$ cat src/rtl/timer.sv
// rtl/timer.sv - 16-bit programmable interval timer with prescaler, auto-reload and level IRQ
//
// Ports:
//   clk   - system clock
//   rst   - synchronous active-high reset
//   cs    - chip select (F6xx decode)
//   we    - write enable, high = write
//   addr  - register select
//   din   - write data from the CPU
//   dout  - registered read data, valid the cycle after the access
//   irq   - level interrupt request, EXP & IE
//
// Register map: 0 CTRL {IE,ARLD,EN}, 1 STAT {RUN,EXP} (W1C EXP), 2 PRE,
// 3 RLD_L, 4 RLD_H, 5 CNT_L (captures high byte), 6 CNT_H (latched), 7 zero.

module timer #(
    parameter logic [7:0]  PRE_RST = 8'h00,
    parameter logic [15:0] RLD_RST = 16'hFFFF
) (
    input  logic       clk,
    input  logic       rst,
    input  logic       cs,
    input  logic       we,
    input  logic [2:0] addr,
    input  logic [7:0] din,
    output logic [7:0] dout,
    output logic       irq
);

    logic        en, arld, ie, exp_flag;
    logic [7:0]  pre, pre_cnt, cnt_hi_latch;
    logic [15:0] rld, cnt;

    logic        en_n, arld_n, ie_n, exp_n;
    logic [7:0]  pre_n, pre_cnt_n;
    logic [15:0] rld_n, cnt_n;

    logic        wr, rd, tick;

    assign wr   = cs & we;
    assign rd   = cs & ~we;
    assign tick = en && (pre_cnt == pre);

    // Processing order matters: the EXP clear comes first so that an expiry
    // in the same cycle wins, and the CTRL write comes last so it owns EN and
    // a start-load replaces whatever the tick would have done to cnt.
    always_comb begin
        en_n      = en;
        arld_n    = arld;
        ie_n      = ie;
        exp_n     = exp_flag;
        pre_n     = pre;
        rld_n     = rld;
        cnt_n     = cnt;
        pre_cnt_n = pre_cnt;

        if (wr && addr == 3'd1 && din[0]) begin
            exp_n = 1'b0;
        end

        if (en) begin
            // Plain 8-bit increment: if PRE was lowered below pre_cnt the
            // counter wraps through FF before matching again.
            pre_cnt_n = tick ? 8'h00 : pre_cnt + 8'h01;
        end

        if (tick) begin
            if (cnt != 16'h0000) begin
                cnt_n = cnt - 16'h0001;
            end else begin
                exp_n = 1'b1;
                if (arld) begin
                    cnt_n = rld;
                end else begin
                    en_n = 1'b0;
                end
            end
        end

        if (wr) begin
            case (addr)
                3'd0: begin
                    en_n   = din[0];
                    arld_n = din[1];
                    ie_n   = din[2];
                    if (din[0] && !en) begin
                        cnt_n     = rld;
                        pre_cnt_n = 8'h00;
                    end else if (!din[0]) begin
                        // Stopping freezes cnt: no decrement, no reload.
                        cnt_n = cnt;
                    end
                end
                3'd2:    pre_n        = din;
                3'd3:    rld_n[7:0]   = din;
                3'd4:    rld_n[15:8]  = din;
                default: ;
            endcase
        end
    end

    always_ff @(posedge clk) begin
        if (rst) begin
            en           <= 1'b0;
            arld         <= 1'b0;
            ie           <= 1'b0;
            exp_flag     <= 1'b0;
            pre          <= PRE_RST;
            rld          <= RLD_RST;
            cnt          <= 16'h0000;
            pre_cnt      <= 8'h00;
            cnt_hi_latch <= 8'h00;
            dout         <= 8'h00;
            irq          <= 1'b0;
        end else begin
            en       <= en_n;
            arld     <= arld_n;
            ie       <= ie_n;
            exp_flag <= exp_n;
            pre      <= pre_n;
            rld      <= rld_n;
            cnt      <= cnt_n;
            pre_cnt  <= pre_cnt_n;
            // Built from next state so irq rises on the same edge as EXP.
            irq      <= exp_n & ie_n;

            if (rd) begin
                case (addr)
                    3'd0:    dout <= {5'b0, ie, arld, en};
                    3'd1:    dout <= {6'b0, en, exp_flag};
                    3'd2:    dout <= pre;
                    3'd3:    dout <= rld[7:0];
                    3'd4:    dout <= rld[15:8];
                    3'd5:    dout <= cnt[7:0];
                    3'd6:    dout <= cnt_hi_latch;
                    default: dout <= 8'h00;
                endcase
                // Capture the high byte with the low byte so a CNT_L/CNT_H
                // pair is never torn by a borrow between the two reads.
                if (addr == 3'd5) begin
                    cnt_hi_latch <= cnt[15:8];
                end
            end
        end
    end

endmodule

$ cat config.mk
export PLATFORM = sky130hd
export DESIGN_NAME = timer
export DESIGN_NICKNAME = d
export VERILOG_FILES = /design/src/rtl/timer.sv
export SDC_FILE = /design/constraint.sdc
export NUM_CORES = 1
export LEC_CHECK = 0
export CAP_MARGIN = 20
export CELL_PAD_IN_SITES_DETAIL_PLACEMENT = 0
export CELL_PAD_IN_SITES_GLOBAL_PLACEMENT = 1
export CORE_ASPECT_RATIO = 1.1
export CORE_MARGIN = 2
export CORE_UTILIZATION = 40
export DETAILED_ROUTE_END_ITERATION = 10
export PLACE_DENSITY_LB_ADDON = 0.1
export SLEW_MARGIN = 20
export SYNTH_ARGS = -nofsm -noshare
export SYNTH_HDL_FRONTEND = slang
export SYNTH_SLANG_ARGS = --single-unit
export TNS_END_PERCENT = 5
$ cat constraint.sdc
create_clock -name clk -period 2.7 [get_ports clk]
set_input_delay 0.54 -clock clk [delete_from_list [all_inputs] [get_ports clk]]
set_output_delay 0.54 -clock clk [all_outputs]
set_load 0.005 [all_outputs]
==> results of run 1 <==
[area by class of cell]
class,instances,area (µm²)
Fill cell,925,4717
Multi-Input combinational cell,351,2290
Sequential cell,69,1381
Timing Repair Buffer,65,558.0
Tap cell,117,146.4
Clock buffer,9,123.9
Clock inverter,7,105.1
Inverter,8,30.03
[Yosys cell counts (5+ instances only)]
library cell / count
a211o_1: 6
a21oi_1: 16
a221o_1: 5
a22o_1: 5
a22oi_1: 7
a31oi_1: 9
buf_1: 5
clkbuf_1: 24
dfxtp_1: 69
inv_1: 8
mux2i_1: 25
nand2_1: 57
nand2b_1: 6
nand3_1: 28
nand4_1: 8
nor2_1: 49
nor2b_1: 5
nor3_1: 8
nor4_1: 8
o211a_1: 6
o211ai_1: 5
o21ai_0: 10
o31ai_1: 5
xnor2_1: 9
xor2_1: 5
[stage by stage]
step                      utilization (%)  std cells  power, mW  area [µm²]  setup TNS [ns]
final                               49.56        626      2.496        4634               0
after global routing                49.56        626      2.590        4634               0
after CTS                           49.56        626      2.498        4634               0
after detailed placement            47.02        610      1.497        4397          -3.821
after global placement              47.02        610      1.499        4397          -3.208
after floorplan                         -        463      1.332        3831               0
[sequential cells by signal, summed over array words and instances, names as in the netlist]
name          count
irq               1
en                1
arld              1
rld              16
exp_flag          1
pre               8
ie                1
dout              8
cnt_hi_latch      8
pre_cnt           8
cnt              16
[repair_timing]
action                                  CTS  global route
gates resized for setup                   1             0
buffers inserted                          0             0
endpoints found under the setup margin    8             0
[critical path: stages, from the launching register on]
cell,delay (ns)
dfxtp_1,0.31
inv_1,0.10
ha_1,0.20
or4b_4,0.52
nor4b_4,0.60
nand2_1,0.26
o31a_1,0.30
o21a_1,0.16
[worst paths after layout]
path                 from  endpoint  slack (ns)  depth (start not counted)
setup / recovery   cnt[0]        en        0.14                          7
hold / removal    dout[1]   dout[1]        0.46                          2
setup reg to reg   cnt[0]        en        0.14                          7
hold reg to reg   dout[1]   dout[1]        0.46                          2
[power by group]
| group | internal, mW | leakage, nW | switching [mW] |
|---|---|---|---|
| clock network | 0.537 | 0.113 | 0.476 |
| logic | 0.186 | 1.27 | 0.242 |
| registers | 1.03 | 0.558 | 0.0202 |
[logic make-up after synthesis]
logic type,after synthesis,synth area share (%)
compound gates,105,20.97
fa+ha+maj,3,0.9799
mux,28,7.707
buf+inv,43,4.572
simple gates,201,26.52
flops,69,36.05
xor+xnor,14,3.201
[layer usage]
| layer | vias to the layer above | GRT usage (%) | part of all wire (%) |
|---|---|---|---|
| li1 | 1791 | - | - |
| met1 | 1868 | 35.53 | 46 |
| met2 | 135 | 43.01 | 47 |
| met3 | 18 | 2.999 | 5.0 |
| met4 | 0 | 6.052 | 1.9 |
| met5 | - | 0 | 0 |
==> results.sh, run 1 <==
export IMPL_antenna_found_initial=0
export IMPL_cp_end_kind="flop"
export IMPL_portBuffers=23
export IMPL_status="finished clean"
export IMPL_drive_gt1_share_pct=13.95
export IMPL_dr_total_vias=3812
export IMPL_areaGrowthSynthToFinish_pct=20.97
export IMPL_layout_common_cells="69 x dfxtp_1, 57 x nand2_1, 49 x nor2_1"
export IMPL_cts_tree="yes"
export IMPL_htree_levels=3
export IMPL_wirelength_um=13070
export IMPL_grtUsageTotal_pct=25.62
export IMPL_synth_edf_count=0
export IMPL_globalplace_congestion=0.9310
export IMPL_fin_nets=522
export IMPL_layout_setup_ws_ns=0.1427
export IMPL_setup_viol=0
export IMPL_cp_start_kind="flop"
export IMPL_mostFrequentLayoutCell="dfxtp_1"
export IMPL_numCtsBuffers=9
export IMPL_rsz0062_at_grt="false"
export IMPL_holdWs_ns=0.4628
export IMPL_worst_path_max_fanout=9
export IMPL_viasPerCell=6.089
export IMPL_power_density_mw_per_mm2=538.6
export IMPL_synth_top_cell_area_share_pct=36.05
export IMPL_postRouteAntennaNets=0
export IMPL_arrival_ns=2.81
export IMPL_synthTopCellsByArea="dfxtp_1 36%, mux2i_1 6.5%, nand2_1 5.6%"
export IMPL_max_cap_violations=0
export IMPL_yosysTopAreaCell="dfxtp_1"
export IMPL_num_antenna_cells=0
export IMPL_firstDrtPassIters=4
export IMPL_cts_max_path_buffers=2
export IMPL_syn_cell_area_mm2=0.003831
export IMPL_initial_core_util_pct=40.97
export IMPL_syn_inst=463
export IMPL_pin_count=24
export IMPL_hp_class="flop to flop"
export IMPL_hold_buffers=0
export IMPL_post_synth_cell_area_avg_um2=8.275
export IMPL_yosysWarnings=0
export IMPL_synthArstFlopShare_pct=0
export IMPL_root_buffer="clkbuf_8"
export IMPL_core_area_mm2=0.009351
export IMPL_dp_hpwl_um=9983
export IMPL_dp_slack_ns=-0.3702
export IMPL_p_leak_nw=1.943
export IMPL_drtIter0Drc=248
export IMPL_crit_type="flop to flop"
export IMPL_num_rows=37
export IMPL_clkSinkCount=69
export IMPL_first_global_vias=3561
export IMPL_synthFlopType="dfxtp_1"
export IMPL_synth_cell_type_count=68
export IMPL_drc_errors=0
export IMPL_grt_pass1_wl_um=20690
export IMPL_finalHoldViolations=0
export IMPL_syn_nets=481
export IMPL_final_period_utilization_pct=94.72
export IMPL_finClkSkew_ns=0.01306
export IMPL_grt_overflow_total=0
export IMPL_ys_seq_area_share_pct=36.05
export IMPL_dieArea_mm2=0.01038
export IMPL_yosys_register_bits=69
export IMPL_grt_max_degree=32
export IMPL_die_w_um=97.31
export IMPL_die_h_um=106.6
export IMPL_fmax_mhz=391.0
export IMPL_wire_per_inst_um=20.88
export IMPL_worst_pin_slew_ns=0.7172
export IMPL_relSlewSlack_pct=51.83
export IMPL_fin_crit_ns=2.557
export IMPL_worstSkewPairLatency_ns=0.35
export IMPL_clkTransAtPathRegs_ns=0.09
export IMPL_ir_worst_vdd_mv=0.2393
export IMPL_cp_required_ns=2.95
export IMPL_drv_slew=0
Power figures use the tool's default switching activity.
==> inputs of run 2 (changes only) <==
--- a/config.mk
+++ b/config.mk
@@ -10,10 +10,9 @@
 export CELL_PAD_IN_SITES_GLOBAL_PLACEMENT = 1
 export CORE_ASPECT_RATIO = 1.1
 export CORE_MARGIN = 2
-export CORE_UTILIZATION = 40
+export CORE_UTILIZATION = 45
 export DETAILED_ROUTE_END_ITERATION = 10
 export PLACE_DENSITY_LB_ADDON = 0.1
-export SLEW_MARGIN = 20
 export SYNTH_ARGS = -nofsm -noshare
 export SYNTH_HDL_FRONTEND = slang
 export SYNTH_SLANG_ARGS = --single-unit
==> constraint.sdc (replaced) <==
create_clock -name clk -period 2.7 [get_ports clk]
set_input_delay 0.81 -clock clk [delete_from_list [all_inputs] [get_ports clk]]
set_output_delay 0.81 -clock clk [all_outputs]
set_load 0.005 [all_outputs]
==> results.sh, run 2 (same netlist as run 1, synthesis figures left out) <==
export IMPL_worst_pin_slew_ns=0.7657
export IMPL_place_area_mm2=0.004472
export IMPL_dp_hpwl_um=9807
export IMPL_hp_class="flop to flop"
export IMPL_arrival_ns=2.73
export IMPL_finClkSkew_ns=0.006242
export IMPL_drtIter0Drc=292
export IMPL_root_buffer="clkbuf_8"
export IMPL_drc_errors=0
export IMPL_die_h_um=100.8
export IMPL_grt_pass1_wl_um=19780
export IMPL_hold_buffers=0
export IMPL_cts_max_path_buffers=2
export IMPL_die_w_um=91.98
export IMPL_wire_per_inst_um=20.13
export IMPL_design_area_mm2=0.004669
export IMPL_drive_gt1_share_pct=15.77
export IMPL_p_leak_nw=1.981
export IMPL_worst_path_max_fanout=8
export IMPL_firstDrtPassIters=5
export IMPL_clkTransAtPathRegs_ns=0.08
export IMPL_cp_required_ns=2.93
export IMPL_finalHoldViolations=0
export IMPL_dp_slack_ns=-0.09628
export IMPL_relSlewSlack_pct=48.72
export IMPL_grt_max_degree=19
export IMPL_rsz0062_at_grt="false"
export IMPL_multi_input_area_mm2=0.002281
export IMPL_power_mw=2.367
export IMPL_initial_core_util_pct=46.05
export IMPL_cp_start_kind="primary input"
export IMPL_hold_depth=2
export IMPL_crit_type="primary input to flop"
export IMPL_portBuffers=23
export IMPL_fmax_mhz=399.2
export IMPL_fin_crit_ns=2.505
export IMPL_antenna_found_initial=0
export IMPL_postRouteAntennaNets=0
export IMPL_grtUsageTotal_pct=28.36
export IMPL_dieArea_mm2=0.009269
export IMPL_globalplace_congestion=0.9557
export IMPL_r2r_cells=8
export IMPL_core_area_mm2=0.008320
export IMPL_numCtsBuffers=9
export IMPL_clkSinkCount=69
export IMPL_ir_worst_vdd_mv=0.2445
export IMPL_num_antenna_cells=0
export IMPL_wirelength_um=12700
export IMPL_num_rows=35
export IMPL_n_fill_cell=788
export IMPL_fin_nets=533
export IMPL_post_cts_buffers=0
export IMPL_final_period_utilization_pct=92.78
export IMPL_dr_total_vias=3798
export IMPL_areaGrowthSynthToFinish_pct=21.88
export IMPL_setup_viol=0
export IMPL_status="finished clean"
export IMPL_pin_count=24
export IMPL_seq_area_mm2=0.001381
export IMPL_first_global_vias=3526
export IMPL_cts_tree="yes"
export IMPL_top_regs="cnt (16), rld (16)"
export IMPL_mostFrequentLayoutCell="dfxtp_1"
export IMPL_viasPerCell=6.019
export IMPL_worstSkewPairLatency_ns=0.35
export IMPL_htree_levels=3
export IMPL_power_density_mw_per_mm2=506.8
export IMPL_cts_resized_gates=0
export IMPL_max_cap_violations=0
export IMPL_layout_setup_ws_ns=0.1949
export IMPL_grt_overflow_total=0
export IMPL_layout_common_cells="69 x dfxtp_1, 57 x nand2_1, 52 x buf_4"
export IMPL_drv_slew=0
export IMPL_cp_end_kind="flop"
==> run 2: cell count changes in the layout (fill, tap and decap cells not counted), sizes merged <==
cell / before / now
bufinv: 2 / 1
inv: 12 / 9
buf: 42 / 53
clkinv: 0 / 4
==> run 2: metrics by stage <==
step | utilization (%) | setup TNS, ns | hold WS [ns] | cells
after CTS | 56.12 | 0 | 0.4605 | 631
after global routing | 56.12 | 0 | 0.4930 | 631
after global placement | 53.74 | -0.1105 | 0.4461 | 615
after detailed placement | 53.74 | -1.021 | 0.4491 | 615
after floorplan | - | 0 | 0.4366 | 463
final | 56.12 | 0 | 0.4551 | 631
==> run 2: cell type report <==
| cell class | instances | area share [%] |
|---|---|---|
| clock buffer | 9 | 2.653 |
| multi-input combinational | 351 | 48.85 |
| inverter | 8 | 0.6431 |
| clock inverter | 7 | 1.581 |
| timing repair buffer | 76 | 13.72 |
| tap | 111 | 2.974 |
| sequential | 69 | 29.58 |
==> run 2: worst paths after layout <==
| path | endpoint | slack (ns) | start |
|---|---|---|---|
| worst min register to register | dout[2] | 0.46 | dout[2] |
| worst max-delay path | cnt[11] | 0.19 | addr[0] |
| worst min-delay path | dout[2] | 0.46 | dout[2] |
| worst max register to register | cnt[6] | 0.25 | cnt[0] |
==> run 2: routing by layer <==
metal  up-vias  track usage [%]  wire length, µm
li1       1819                -                -
met1      1807            37.30             5564
met2       144            46.32             5853
met3        28            5.236              872
met4         0            11.25              411
met5         -                0                0
==> run 2: report_power, final <==
part           switching (mW)  internal, mW  total [mW]
clock network           0.444         0.430       0.873
logic                   0.238         0.200       0.438
registers              0.0212          1.03        1.06
==> run 2: critical path, stage by stage <==
cell,delay [ns]
clkdlybuf4s50_1,0.42
or2_2,0.31
nor4_1,0.29
buf_4,0.23
nor4_2,0.07
buf_4,0.18
a211oi_1,0.33
a211oi_1,0.07
==> inputs of run 3 (changes only) <==
--- a/config.mk
+++ b/config.mk
@@ -9,7 +9,6 @@
 export CELL_PAD_IN_SITES_DETAIL_PLACEMENT = 0
 export CELL_PAD_IN_SITES_GLOBAL_PLACEMENT = 1
 export CORE_ASPECT_RATIO = 1.1
-export CORE_MARGIN = 2
 export CORE_UTILIZATION = 45
 export DETAILED_ROUTE_END_ITERATION = 10
 export PLACE_DENSITY_LB_ADDON = 0.1
==> results.sh, run 3 (same netlist as run 1, synthesis figures left out) <==
export IMPL_power_density_mw_per_mm2=544.7
export IMPL_num_rows=34
export IMPL_seqPwrFrac_pct=41.0
export IMPL_core_area_mm2=0.008083
export IMPL_dr_total_vias=3798
export IMPL_post_cts_buffers=0
export IMPL_worst_path_max_fanout=3
export IMPL_dieArea_mm2=0.008887
export IMPL_setup_viol=0
export IMPL_top_regs="cnt (16), rld (16)"
export IMPL_hold_buffers=0
export IMPL_cp_start_kind="primary input"
export IMPL_fin_nets=533
export IMPL_num_antenna_cells=0
export IMPL_drv_slew=0
export IMPL_initial_core_util_pct=47.40
export IMPL_r2r_end="cnt[15]"
export IMPL_wire_per_inst_um=20.02
export IMPL_cp_required_ns=2.94
export IMPL_drc_errors=0
export IMPL_ff2ff_setup_slack_ns=0.21
export IMPL_status="finished clean"
export IMPL_finClkSkew_ns=0.01198
export IMPL_finalHoldViolations=0
export IMPL_p_leak_nw=2.008
export IMPL_wirelength_um=12570
export IMPL_min_to="dout[1]"
export IMPL_viasPerCell=6.048
export IMPL_cts_max_path_buffers=2
export IMPL_final_period_utilization_pct=94.50
export IMPL_die_h_um=98.78
export IMPL_fmax_mhz=391.9
export IMPL_max_cap_violations=0
export IMPL_numCtsBuffers=9
export IMPL_cts_resized_gates=0
export IMPL_postRouteAntennaNets=0
export IMPL_hold_depth=2
export IMPL_n_fill_cell=740
export IMPL_arrival_ns=2.79
export IMPL_clkTransAtPathRegs_ns=0.08
export IMPL_worstHoldStart="dout[1]"
export IMPL_hp_class="flop to flop"
export IMPL_drtIter0Drc=276
export IMPL_pin_count=24
export IMPL_htree_levels=3
export IMPL_grtUsageTotal_pct=29.66
export IMPL_worstSkewPairLatency_ns=0.35
export IMPL_ir_worst_vdd_mv=0.3338
export IMPL_internal_power_mw=1.895
export IMPL_p_switching_uw=679.3
export IMPL_relSlewSlack_pct=54.01
export IMPL_swShare_pct=26.39
export IMPL_areaGrowthSynthToFinish_pct=23.35
export IMPL_dp_hpwl_um=9690
export IMPL_rsz0062_at_grt="false"
export IMPL_grt_max_degree=17
export IMPL_cts_tree="yes"
export IMPL_clkSinkCount=69
export IMPL_comb_power_share_pct=16.9
export IMPL_worst_pin_slew_ns=0.6846
export IMPL_finalSetupTns_ns=0
export IMPL_pwr_share_clk_pct=42.1
export IMPL_fin_crit_ns=2.551
export IMPL_first_global_vias=3632
export IMPL_portBuffers=23
export IMPL_die_w_um=89.98
export IMPL_globalplace_congestion=0.9344
export IMPL_r2r_start="cnt[1]"
export IMPL_root_buffer="clkbuf_8"
export IMPL_grt_overflow_total=0
export IMPL_antenna_found_initial=0
export IMPL_firstDrtPassIters=5
export IMPL_layout_common_cells="69 x dfxtp_1, 57 x nand2_1, 52 x buf_4"
export IMPL_r2r_cells=8
export IMPL_crit_type="primary input to flop"
export IMPL_holdWs_ns=0.4557
export IMPL_drive_gt1_share_pct=15.77
export IMPL_grt_pass1_wl_um=20080
export IMPL_cp_end_kind="flop"
export IMPL_mostFrequentLayoutCell="dfxtp_1"
-- run 3: cell types whose count changed in the layout (fill, tap and decap cells not counted), sizes merged --
cell and delta:
clkinv -3, bufinv +2, clkbuf +2, inv -1
-- run 3: final cells by class --
type | count | area [µm²] | area share, %
Inverter | 8 | 30.03 | 0.6354
Multi-Input combinational cell | 351 | 2281 | 48.27
Timing Repair Buffer | 76 | 640.6 | 13.56
Tap cell | 108 | 135.1 | 2.859
Sequential cell | 69 | 1381 | 29.23
Clock inverter | 5 | 106.4 | 2.250
Clock buffer | 11 | 151.4 | 3.204
-- run 3: per-stage QoR --
stage	setup WS, ns	power [mW]	instance area, µm²	std cells	util (%)
finish	0.1485	2.574	4726	628	58.47
global route	0.07506	2.671	4726	628	58.47
CTS	0.1775	2.571	4726	628	58.47
detailed placement	-0.1569	1.504	4468	612	55.28
global placement	-0.1321	1.506	4468	612	55.28
floorplan	0.2388	1.332	3831	463	-
-- run 3: layer usage --
layer  global-route usage [%]  share of wire (%)  wire [µm]  vias up
met1                    40.05                 45       5687     1822
met5                        0                  0          0        -
met4                    11.54                2.4        304        0
met2                    46.69                 46       5794      140
li1                         -                  -          -     1812
met3                    6.096                6.3        786       24
-- run 3: worst max-delay path by stage --
stage,from,endpoint,slack (ns),cells after the start
finish,addr[0],cnt[12],0.15,6
global route,cnt[1],cnt[15],0.08,8
CTS,addr[0],cnt[12],0.18,6
detailed placement,addr[0],cnt[12],-0.16,6
global placement,addr[1],cnt[13],-0.13,9
floorplan,addr[0],cnt[10],0.24,7
-- run 3: power groups by stage --
stage | Clock (mW) | Combinational (mW) | Sequential (mW)
after detailed placement | 0 | 0.425 | 1.08
final | 1.08 | 0.434 | 1.06
after floorplan | 0 | 0.264 | 1.07
after global routing | 1.14 | 0.468 | 1.06
after global placement | 0 | 0.426 | 1.08
after CTS | 1.09 | 0.427 | 1.06
-- run 3: worst max-delay path, cell delays in order --
cell and delay (ns):
clkdlybuf4s50_1 0.46, or2_2 0.33, or4_1 0.49, nand4_1 0.18
o21ai_0 0.16, a2111oi_2 0.36
